## src/rtl/tconvert_pkg.sv

```systemverilog
// Package for the temperature converter.
// Holds the shared widths, conversion constants and signed data types
// used by tconvert and tconvert_scale.
//   TC_W   : width of the raw sensor reading (1/16 degC per LSB)
//   TX_W   : width of the display value (0.1 degree per LSB)
//   FRAC   : fractional bits in the raw reading
//   P_W    : width of the scaled product; x18 of a 13-bit value needs TC_W+5 bits
package tconvert_pkg;

  localparam int TC_W   = 13;
  localparam int TX_W   = 18;
  localparam int FRAC   = 4;
  localparam int C_MUL  = 10;
  localparam int F_MUL  = 18;
  localparam int F_OFFS = 320;
  localparam int RND    = 8;
  localparam int P_W    = TC_W + 5;

  typedef logic signed [TC_W-1:0] tc_t;
  typedef logic signed [TX_W-1:0] tx_t;

endpackage

```

## src/rtl/tconvert_scale.sv

```systemverilog
// Combinational scaler: q = round_or_floor(tc * MUL / 16), sign-extended.
// MUL is fixed at elaboration (10 or 18) and built from shifts and adds.
// Build option: TCONVERT_ROUND_EN selects round-to-nearest (ties toward
// +infinity); without it the result truncates toward -infinity.
// Ports:
//   tc : in  signed raw reading, 1/16 degC per LSB
//   q  : out signed scaled value in tenths (without any unit offset)
module tconvert_scale
  import tconvert_pkg::*;
#(
  parameter int MUL = C_MUL
) (
  input  logic signed [TC_W-1:0] tc,
  output logic signed [TX_W-1:0] q
);

  logic signed [P_W-1:0] x;
  logic signed [P_W-1:0] prod;
  logic signed [P_W-1:0] shifted;

  // Drop FRAC fractional bits. The arithmetic shift floors, so adding
  // half an LSB first gives nearest with ties toward +infinity.
  function automatic logic signed [P_W-1:0] rnd_shift(input logic signed [P_W-1:0] p);
`ifdef TCONVERT_ROUND_EN
    logic signed [P_W-1:0] half;
    half = P_W'(RND);
    return (p + half) >>> FRAC;
`else
    return p >>> FRAC;
`endif
  endfunction

  assign x = {{(P_W-TC_W){tc[TC_W-1]}}, tc};

  generate
    if (MUL == F_MUL) begin : g_x18
      assign prod = (x <<< 4) + (x <<< 1);
    end else begin : g_x10
      assign prod = (x <<< 3) + (x <<< 1);
    end
  endgenerate

  assign shifted = rnd_shift(prod);
  assign q       = TX_W'(shifted);

endmodule

```

## src/rtl/tconvert.sv

```systemverilog
// Temperature converter: raw signed Celsius reading (1/16 degC per LSB) to a
// signed display value in tenths of a degree, Celsius or Fahrenheit.
// One clock of latency; tc and c_f are sampled together each rising edge.
// Build option: TCONVERT_ROUND_EN (round-to-nearest; otherwise floor).
// Ports:
//   clk   : in  system clock, rising edge
//   rst_n : in  synchronous reset, active-low; clears tx10
//   tc    : in  signed reading, 1/16 degC per LSB
//   c_f   : in  unit select, 0 = Celsius, 1 = Fahrenheit
//   tx10  : out signed result in tenths of the selected unit (registered)
module tconvert
  import tconvert_pkg::*;
(
  input  logic                   clk,
  input  logic                   rst_n,
  input  logic signed [TC_W-1:0] tc,
  input  logic                   c_f,
  output logic signed [TX_W-1:0] tx10
);

  localparam tx_t F_OFFS_T = tx_t'(F_OFFS);

  tx_t c_q_p0;
  tx_t f_q_p0;
  tx_t tx10_p0;
  tx_t tx10_p1;

  tconvert_scale #(.MUL(C_MUL)) u_scale_c (
    .tc (tc),
    .q  (c_q_p0)
  );

  tconvert_scale #(.MUL(F_MUL)) u_scale_f (
    .tc (tc),
    .q  (f_q_p0)
  );

  // Both scalers see the same tc, so the selected result never mixes inputs.
  assign tx10_p0 = c_f ? (f_q_p0 + F_OFFS_T) : c_q_p0;

  // ---- stage p0 -> p1: output register ----
  always_ff @(posedge clk) begin
    if (!rst_n) begin
      tx10_p1 <= '0;
    end else begin
      tx10_p1 <= tx10_p0;
    end
  end

  assign tx10 = tx10_p1;

endmodule

```

## config.mk

```make
export PLATFORM = sky130hd
export DESIGN_NAME = tconvert
export DESIGN_NICKNAME = d
export VERILOG_FILES = /design/src/rtl/tconvert_pkg.sv /design/src/rtl/tconvert_scale.sv /design/src/rtl/tconvert.sv
export SDC_FILE = /design/constraint.sdc
export NUM_CORES = 1
export LEC_CHECK = 0
export CAP_MARGIN = 20
export CORE_ASPECT_RATIO = 0.5
export CORE_MARGIN = 3
export CORE_UTILIZATION = 56
export DETAILED_ROUTE_END_ITERATION = 16
export PLACE_DENSITY_LB_ADDON = 0.3
export SLEW_MARGIN = 20
export SYNTH_ARGS = -nofsm -noshare
export SYNTH_HDL_FRONTEND = slang
export SYNTH_SLANG_ARGS = --single-unit
```

## constraint.sdc

```tcl
create_clock -name clk -period 4.25 [get_ports clk]
set_input_delay 0.85 -clock clk [delete_from_list [all_inputs] [get_ports clk]]
set_output_delay 0.85 -clock clk [all_outputs]
set_load 0.01 [all_outputs]
```

Yosys cells after proc, flatten, opt, wreduce, memory -nomap -nowiden
Cells that the tools add are included.

Add/sub/neg operators: 3. Multiplexer cells: 1.

Operators with widths (count): 17-bit by 14-bit adder with 18-bit output (1); 18-bit 2-to-1 mux (1); 16-bit by 14-bit adder with 17-bit output (1); 14-bit by 10-bit adder with 15-bit output (second input constant) (1).

Flip-flop bits (word level): 18. Input bits: 16. Word-level logic and storage cells: 5. Output and inout port bits: 18.

Longest topological paths before layout
Depth in word-level cells: 3. Gate-level depth with buffers: 11. Depth with buffers taken out: 11.

Cells and area by module
Synthesis repeated with hierarchy kept, for this count alone.

Cell total of the unflattened synthesis: 253. Area total of the unflattened synthesis: 2068.2 um^2.

Modules (own cells, without submodules): tconvert (area an instance 833.3 um^2, sequential area each 360.3 um^2, cells each 93, times used 1); tconvert_scale (u_scale_f) (area an instance 665.6 um^2, sequential area each 0.0 um^2, cells each 87, times used 1); tconvert_scale (u_scale_c) (area an instance 569.3 um^2, sequential area each 0.0 um^2, cells each 73, times used 1).

Worst setup path before layout
OpenSTA, ideal clock, no wires.

Kind: input-to-reg. From: input port tc[0]. To: register tx10_p1[11] (netlist: tx10[11]). Slack: 1.120 ns. Stages on the path: 10. Library setup time: 0.086 ns. Required time: 4.164 ns. Buffers on the path: 0. Data arrival time: 3.045 ns. Cells stage by stage: ha_1 -> fa_1 -> a211oi_2 -> o21ai_2 -> xor2_2 -> or4b_1 -> o211ai_2 -> a21boi_2 -> xnor2_1 -> a211oi_1.

Cells in the longest elaborated chain, start to end: 3. Elaborated cells between the ends (all ways): 4. Those cells by class: 3 x add/sub; 1 x mux.

Ends and longest elaborated chain: start, declared (line tconvert.sv:16) `input logic signed [TC_W-1:0] tc,`; 17-bit by 14-bit adder with 18-bit output (line tconvert_scale.sv:37) `assign prod = (x <<< 4) + (x <<< 1);`; 14-bit by 10-bit adder with 15-bit output (line tconvert.sv:39) `assign tx10_p0 = c_f ? (f_q_p0 + F_OFFS_T) : c_q_p0;`; 18-bit 2-to-1 mux (*) (line tconvert.sv:39); end signal, assigned (line tconvert.sv:46) `tx10_p1 <= tx10_p0;`; end, declared (line tconvert.sv:26) `tx_t tx10_p1;`.

Every way passes the cells marked *; elsewhere a longest branch is shown, timed or not. A chain may end at the register's enable or synchronous reset.

Worst setup path in the final report
From: input port tc[4]. To: register tx10_p1[12] (netlist: tx10[12]).

The elaborated chain is that of the path after synthesis.

==> metrics.md <==
| Metric | Value |
|---|---|
| Post-synthesis sequential area ratio | `0.182` |
| Post-CTS setup buffers | `0` |
| Tmin final | `3.76 ns` |
| Routed wire length | `3930 um` |
| Unrepaired setup endpoints after global routing | `false` |
| DRT antenna net count | `0` |
| CP Capture Type | `flop` |
| Largest net degree at the start of global routing | `26` |
| Layout fillers | `215` |
| Most numerous cell in the Yosys netlist | `ha_1` |
| Post-synth top cells | `ha_1 (22), nand2_1 (17), dfxtp_1 (15), xnor2_1 (14), nor2_1 (13)` |
| Post-Syn Area | `1650 um^2` |
| Initial antenna violation count | `0` |
| Vias in the first global route | `1519` |
| I/O pin cnt | `34` |
| Total die area | `3670 um^2` |
| Syn_area_per_cell | `8.23 um^2` |
| Slew HR | `0.484` |
| Clock Sinks | `15` |
| EDFF count, synth | `0` |
| CP Class | `in -> reg` |
| Clock slew at reported path FFs | `0.06 ns` |
| Ys async rst share | `0` |
| PD cells | `290 nW/um^2` |
| Post-cts sizing count | `0` |
| Non-Filler Instances | `268` |
| Root buffer cell | `clkbuf_8` |
| Maximum vdd drop | `0.188 mV` |
| DRT Pass-1 Iters | `4` |
| Share of cells above drive strength 1 | `0.0563` |
| Rows | `13` |
| Max cap viols | `0` |
| Max FO, Critical Path | `5` |
| Global Route Usage Sum | `0.237` |
| Area of the multi-input gates | `1290 um^2` |
| Worst EP arrival | `3.92 ns` |
| CTS tree | `built` |
| Final nets | `272` |
| Syn Nets | `240` |
| Synth area leaders | `dfxtp_1 (18%), ha_1 (17%), xnor2_1 (7.4%), nand2_1 (3.9%), o21ai_0 (3.6%)` |
| Yosys reg bits | `15` |
| Cells after Synth | `200` |
| WHS | `1.41 ns` |
| Startpoint types | `input port` |
| LEAKAGE | `0.847 nW` |
| Setup slack after layout | `0.492 ns` |
| Core area | `2700 um^2` |
| IO Port Bufs | `33` |
| Reg area | `300 um^2` |
| Final Hold Fails | `0` |
| Fmax achieved | `266 MHz` |
| Global-route wire length before repair | `6690 um` |
| Yosys warns | `0` |
| Number of diodes | `0` |
| Dpl cells | `264` |
| Vias | `1602` |
| Tightest Hold Check Type | `in -> reg` |
| WP data required | `4.41 ns` |
| DP HPWL | `3170 um` |
| Final Cycle Share | `0.884` |
| Synth cell types | `50` |
| Worst slew pin tran | `0.771 ns` |
| Vert. Die Dim | `44.3 um` |
| DR vias/cell | `5.98` |
| Share of the synthesized area in the top cell type | `0.182` |
| RePlAce Congestion | `0.888` |
| Drt drc | `0` |
| Yosys top cell by area | `dfxtp_1` |
| Initial Utilization | `0.610` |
| Total CTS buffers | `3` |
| Place WS | `0.266 ns` |
| TNS Setup | `0 ns` |
| CTS hold repair buffers | `0` |
| GRT Residual Overflow | `0` |
| Detailed router's first-iteration violation count | `55` |
| Maximum root-to-sink buffer count | `2` |
| Max reg flops | `15` |
| H-Tree Depth | `1` |
| Layout area overhead | `23.6%` |
| Hold path depth | `3` |
| Die Wd | `82.7 um` |
| Ys flop type | `dfxtp_1` |
| WL/cell | `14.6 um` |
| Pins Over Slew Limit | `0` |
| Setup violators final | `0` |
| Status | `completed` |
power by group:
group	switching [W]	leakage (nW)	internal [W]
registers	0.00000501	0.125	0.000159
clock network	0.0000541	0.0255	0.0000650
logic	0.000158	0.697	0.000149
total	0.000217	0.847	0.000373
cells in the final DEF, fill, tap and decap left out, types with 2 or more instances in the layout:
cell	instances
clkdlybuf4s50_1	33
ha_1	22
nand2_1	17
dfxtp_1	15
xnor2_1	14
nor2_1	13
o21ai_0	12
a21oi_1	11
nand2b_1	9
and2_1	8
inv_1	5
xor2_1	5
o21a_1	4
nand3_1	4
a21o_1	4
o211ai_1	3
o21ai_1	3
o22ai_1	3
a31oi_1	3
clkbuf_8	3
a211oi_2	2
o21ai_2	2
nor2b_1	2
a211oi_1	2
o32ai_1	2
and3_1	2
or4b_1	2
o31ai_1	2
fa_1	2
per-layer routing:
metal  track usage  up-vias  wire, um
met1         0.295      744      1800
met5             0        -         0
met4        0.0847        0        78
met2         0.417       48      1890
li1              -      800         -
met3        0.0386       10       163
area by class of cell:
type	instances	area share
Clock buffer	3	0.0203
Clock inverter	1	0.00246
Inverter	6	0.0111
Multi-Input combinational cell	173	0.634
Sequential cell	15	0.148
Tap cell	37	0.0227
Timing Repair Buffer	33	0.162
metrics by stage:
step           total power, W  cell area (um^2)   util
6_report             0.000590              2040  0.754
5_1_grt              0.000634              2040  0.754
4_1_cts              0.000591              2040  0.754
3_5_place_dp         0.000471              1990  0.737
3_3_place_gp         0.000462              1990  0.737
2_1_floorplan        0.000374              1650      -
cell families after synthesis:
family | Yosys count | synth area share
compound gates | 66 | 0.280
simple gates | 62 | 0.195
fa+ha+maj | 24 | 0.191
xor+xnor | 20 | 0.111
flops | 15 | 0.182
buf+inv | 12 | 0.0342
mux | 1 | 0.00608
critical path: stages:
cell	delay, ns
clkdlybuf4s50_1	0.59
ha_1	0.31
a211oi_2	0.27
o21bai_1	0.18
a2111oi_1	0.52
nor2_1	0.14
xor2_1	0.17
ha_1	0.21
nand2b_1	0.20
and4_1	0.23
o32ai_1	0.24
path summary, 6_finish.rpt:
check | startpoint | endpoint
setup / recovery | tc[4] | tx10[12]
hold / removal | tc[12] | tx10[16]
Power figures use the tool's default switching activity.
